### src/rtl/spi_deserializer.sv
// Serial-to-parallel converter for the SPI receive path; MSB/LSB-first framing.
// Latency: p_data/p_valid update on the edge that samples the last bit of a word.
// Backpressure: none toward the serial side; an unaccepted word is overwritten and flags overrun.
//
// Ports:
//   clk, rst        : single clock, asynchronous active-high reset
//   enable, s_data  : bit strobe and serial bit
//   frame_sync      : synchronous restart, discards any partial word
//   msb_first       : bit order, latched on the first bit of each word
//   p_data, p_valid : held output word with valid/ready handshake (p_ready)
//   overrun         : sticky, cleared by ovr_clr
//   busy            : partial word in progress
module spi_deserializer #(
  parameter int bus_width   = 8,
  parameter int counter_reg = $clog2(bus_width)
) (
  input  logic                 clk,
  input  logic                 rst,
  input  logic                 enable,
  input  logic                 s_data,
  input  logic                 frame_sync,
  input  logic                 msb_first,
  input  logic                 p_ready,
  input  logic                 ovr_clr,
  output logic [bus_width-1:0] p_data,
  output logic                 p_valid,
  output logic                 overrun,
  output logic                 busy
);

  localparam logic [counter_reg-1:0] last_cnt = counter_reg'(bus_width - 1);

  logic [bus_width-1:0]   sh;
  logic [counter_reg-1:0] cnt;
  logic                   mode;

  logic [bus_width-1:0]   base_sh;
  logic [counter_reg-1:0] base_cnt;
  logic [bus_width-1:0]   sh_next;
  logic [counter_reg-1:0] cnt_next;
  logic                   mode_next;
  logic                   done;
  logic                   ovr_evt;

  always_comb begin
    // frame_sync restarts the word in the same cycle, so a coincident
    // enable bit is treated as bit 0 against a cleared shift register.
    base_sh   = frame_sync ? '0 : sh;
    base_cnt  = frame_sync ? '0 : cnt;
    // The first bit of each word picks up the live msb_first; later bits
    // reuse the latched mode so a mid-word change cannot corrupt the word.
    mode_next = (enable && base_cnt == '0) ? msb_first : mode;
    sh_next   = base_sh;
    cnt_next  = base_cnt;
    done      = 1'b0;
    if (enable) begin
      if (mode_next) sh_next = {base_sh[bus_width-2:0], s_data};
      else           sh_next = {s_data, base_sh[bus_width-1:1]};
      if (base_cnt == last_cnt) begin
        done     = 1'b1;
        cnt_next = '0;
      end else begin
        cnt_next = base_cnt + counter_reg'(1);
      end
    end
    ovr_evt = done && p_valid && !p_ready;
  end

  always_ff @(posedge clk or posedge rst) begin
    if (rst) begin
      sh      <= '0;
      cnt     <= '0;
      mode    <= 1'b1;
      busy    <= 1'b0;
      p_data  <= '0;
      p_valid <= 1'b0;
      overrun <= 1'b0;
    end else begin
      sh   <= sh_next;
      cnt  <= cnt_next;
      mode <= mode_next;
      busy <= (cnt_next != '0);
      // A completion wins over an accept: the new word stays pending.
      if (done) begin
        p_data  <= sh_next;
        p_valid <= 1'b1;
      end else if (p_valid && p_ready) begin
        p_valid <= 1'b0;
      end
      // A new overrun event beats a coincident clear.
      overrun <= ovr_evt || (overrun && !ovr_clr);
    end
  end

endmodule

### config.mk
export PLATFORM = sky130hd
export DESIGN_NAME = spi_deserializer
export DESIGN_NICKNAME = d
export VERILOG_FILES = /design/src/rtl/spi_deserializer.sv
export SDC_FILE = /design/constraint.sdc
export NUM_CORES = 1
export LEC_CHECK = 0
export CAP_MARGIN = 20
export CORE_ASPECT_RATIO = 1.5
export CORE_UTILIZATION = 45
export CTS_BUF_LIST = sky130_fd_sc_hd__clkbuf_8
export DETAILED_ROUTE_END_ITERATION = 6
export GPL_TIMING_DRIVEN = 0
export PLACE_DENSITY_LB_ADDON = 0.05
export SETUP_SLACK_MARGIN = 0.05
export SLEW_MARGIN = 5
export SYNTH_ARGS = -nofsm -noshare
export SYNTH_HDL_FRONTEND = slang
export SYNTH_SLANG_ARGS = --single-unit
### constraint.sdc
create_clock -name clk -period 1.9 [get_ports clk]
set_input_delay 0.38 -clock clk [delete_from_list [all_inputs] [get_ports clk]]
set_output_delay 0.38 -clock clk [all_outputs]
set_load 0.005 [all_outputs]
==> reports/metrics.csv <==
stage,metric,value,unit
cells_and_area,"Core Util, Final",0.622,
cts,CTS Buffer Depth,2,
floorplanning,I/O pin count,19,
cts,clock sink count,23,
synthesis,"flops & latches, synth",23,
cts,CTS root buffer,clkbuf_8,
route,Routed wire per std cell,14.8,µm
place,post-DP HPWL,1.88,mm
global_route,Tot GR Track Use,0.209,
synthesis,post-synthesis instance area,0.00122,mm²
place,IO Port Bufs,16,
synthesis,Ys Warns,0,
route,DR DRC count,0,
sta,f_max,565,MHz
synthesis,Adder-Cell Fraction of Synth Area,0.0308,
floorplanning,die area,0.00292,mm²
route,Antenna Nets Post-Route,0,
cells_and_area,fin area,0.00156,mm²
sta,RSZ-0062 raised after global routing,no,
critical_path,CP max FO,10,
min_path,min-delay worst type,in -> reg,
sta,Fin Clk Skew,0.00174,ns
cts,TritonCTS buffer count,3,
global_route,antenna violations before repair,0,
cells_and_area,fin cells,181,
cells_and_area,layout cell share with drive strength beyond 1,0.186,
cells_and_area,fillers,210,
cts,H-tree depth,1,
floorplanning,Chip Width,44.5,µm
place,final RePlAce weighted congestion,0.847,
floorplanning,# rows,22,
floorplanning,Core ar.,0.00250,mm²
place,Setup WS pre-CTS,-0.203,ns
critical_path,critical path data arrival time,1.92,ns
sta,Worst-Margin Slew,0.870,ns
global_route,first-pass GRT wire length,4.54,mm
synthesis,Synth Area in Compound Gates,0.195,
sta,minimum clock period,1.77,ns
cells_and_area,Diodes inserted,0,
synthesis,post-synthesis xor/xnor area fraction,0.00719,
place,Placed Area,0.00143,mm²
global_route,Congestion Overflow GR,0,
synthesis,mux cell area share after synthesis,0,
sta,endpoints failing hold,0,
route,WL final,2.68,mm
cells_and_area,area delta synth->final,27.8,%
pwr,PwrDens,694,mW/mm²
route,Pre-antenna DRT Iters,4,
critical_path,Worst setup SP type,register,
synthesis,syn nets,133,
cts,"Clk Latency, worst-skew pair",0.26,ns
sta,Max Slew Vio Count,0,
synthesis,Cells after Synth,122,
synthesis,number of flops mapped to enable cells by yosys,0,
global_route,largest net degree at the start of global routing,24,
critical_path,Crit path required time,2.05,ns
critical_path,crit end category,register,
pwr,worst vdd ir,495,µV
synthesis,post-synthesis simple-gate area fraction,0.234,
route,via/cell ratio,5.60,
cts,"CTS clk-pin slew, worst paths",0.08,ns
synthesis,Yosys cell types,37,
cells_and_area,Nets,157,
pwr,P_leak,0.663,nW
job,max cap viols,0,
cells_and_area,Seq. cell area,577,µm²
route,Iter 0 DRT Violations,37,
sta,final setup margin,0.129,ns
sta,setup_tns,0,ns
floorplanning,DIE HEIGHT,65.7,µm
critical_path,critical path class,reg -> reg,
run_status,status,"complete, no violations",
cts,CTS tree,yes,
cts,Hold Buf Count CTS,0,
synthesis,main combinational cell family by area after synthesis,simple AND/OR/NAND/NOR gates,
sta,setup violators final,0,
place,dpl cells,174,
synthesis,Post-Synthesis Mean Instance Area,9.99,µm²
cells_and_area,area of the multi-input gates,608,µm²
synthesis,Post-synth ARST share,1.00,
synthesis,sequential cell area fraction in the yosys report,0.473,
route,routed via count,1013,
synthesis,"Primary FF master, synth",dfrtp_1,
global_route,vias in the first global route,1010,
sta,fin crit share,0.932,
floorplanning,starting density of the core,0.487,
sta,Max-Slew Margin vs Limit,0.419,
[final cells by class]
cell class                      instances  share of cell area
Buffer                                  8              0.0305
Clock buffer                            3              0.0265
Clock inverter                          1             0.00321
Inverter                                7              0.0201
Multi-Input combinational cell         83               0.390
Sequential cell                        23               0.370
Tap cell                               36              0.0289
Timing Repair Buffer                   20               0.130
[what timing repair did]
| item | in CTS | in global routing |
|---|---|---|
| gates cloned | 0 | 0 |
| resized for setup | 7 | 11 |
| setup endpoints to repair | 15 | 15 |
| pin swaps | 3 | 2 |
| buffers inserted | 4 | 0 |
[power breakdown]
part,switching [W],total [W],internal (W)
clock,0.000156,0.000302,0.000146
combinational,0.000130,0.000234,0.000104
sequential,0.0000241,0.000545,0.000521
total,0.000309,0.00108,0.000772
[critical path, cell delays in order, from the launching register on]
cell     delay, ns
dfrtp_1       0.33
nor2b_4       0.19
inv_1         0.07
ha_2          0.21
nand2_4       0.09
nor3b_4       0.06
buf_12        0.13
nor2_4        0.17
inv_4         0.07
a221o_1       0.32
[state kept, by name, summed over array words and instances, names as in the netlist]
register	flops
overrun	1
sh	8
p_valid	1
mode	1
busy	1
p_data	8
cnt	3
[layout by cell type, fill, tap and decap left out, types with 3 or more instances in the layout]
master / Yosys / layout
dfrtp_1: 22 / 22
clkdlybuf4s50_1: 0 / 16
nand2_1: 10 / 8
nor2_1: 8 / 8
a221o_1: 8 / 8
nand3_1: 6 / 6
o21ai_1: 6 / 6
a311oi_1: 6 / 6
buf_4: 0 / 5
nor3b_1: 6 / 5
inv_1: 5 / 5
and3_1: 4 / 4
clkbuf_1: 6 / 3
clkbuf_8: 0 / 3
[cell families after synthesis]
group,count (synthesis)
AOI/OAI and AO/OA,30
xor gates and xnor gates,1
adders and majority gates,3
buffers and inverters,16
DFF,23
and+or+nand+nor,49
[layer usage]
layer | GRT usage | part of all wire | vias up
li1 | - | - | 494
met3 | 0.0247 | 0.038 | 6
met5 | 0 | 0 | -
met2 | 0.349 | 0.51 | 35
met1 | 0.265 | 0.44 | 478
met4 | 0.0871 | 0.013 | 0
[stage by stage]
step	hold WS, ns	power [W]
4_1_cts	0.490	0.00107
6_report	0.481	0.00108
2_1_floorplan	0.381	0.000684
3_5_place_dp	0.505	0.000742
3_3_place_gp	0.492	0.000739
5_1_grt	0.493	0.00113
[cells in the mapped netlist, types with 2 or more instances]
master    count  area [µm²]
o21ai_0       2        10.0
nand3_1       6        30.0
dfrtp_1      22         551
nor3b_1       6        45.0
nor3_1        2        10.0
o21ai_1       6        30.0
nor2b_1       2        12.5
a311oi_1      6        52.6
clkbuf_1      6        22.5
a221o_1       8        80.1
inv_1         5        18.8
ha_1          3        37.5
and3_1        4        25.0
nand2b_1      2        12.5
nand4_1       2        12.5
o211ai_1      2        15.0
nor2_1        8        30.0
nand2_1      10        37.5
buf_2         2        10.0
[path summary, 6_finish.rpt]
path	slack [ns]	endpoint	from	cells past startpoint
min	0.48	cnt[0]	frame_sync	3
max	0.13	p_data[6]	cnt[0]	9
min in group asynchronous	0.60	p_data[6]	rst	2
min reg2reg	0.51	p_data[3]	p_data[3]	1
max in group asynchronous	0.77	sh[5]	rst	2
max reg2reg	0.13	p_data[6]	cnt[0]	9
Power figures use the tool's default switching activity.
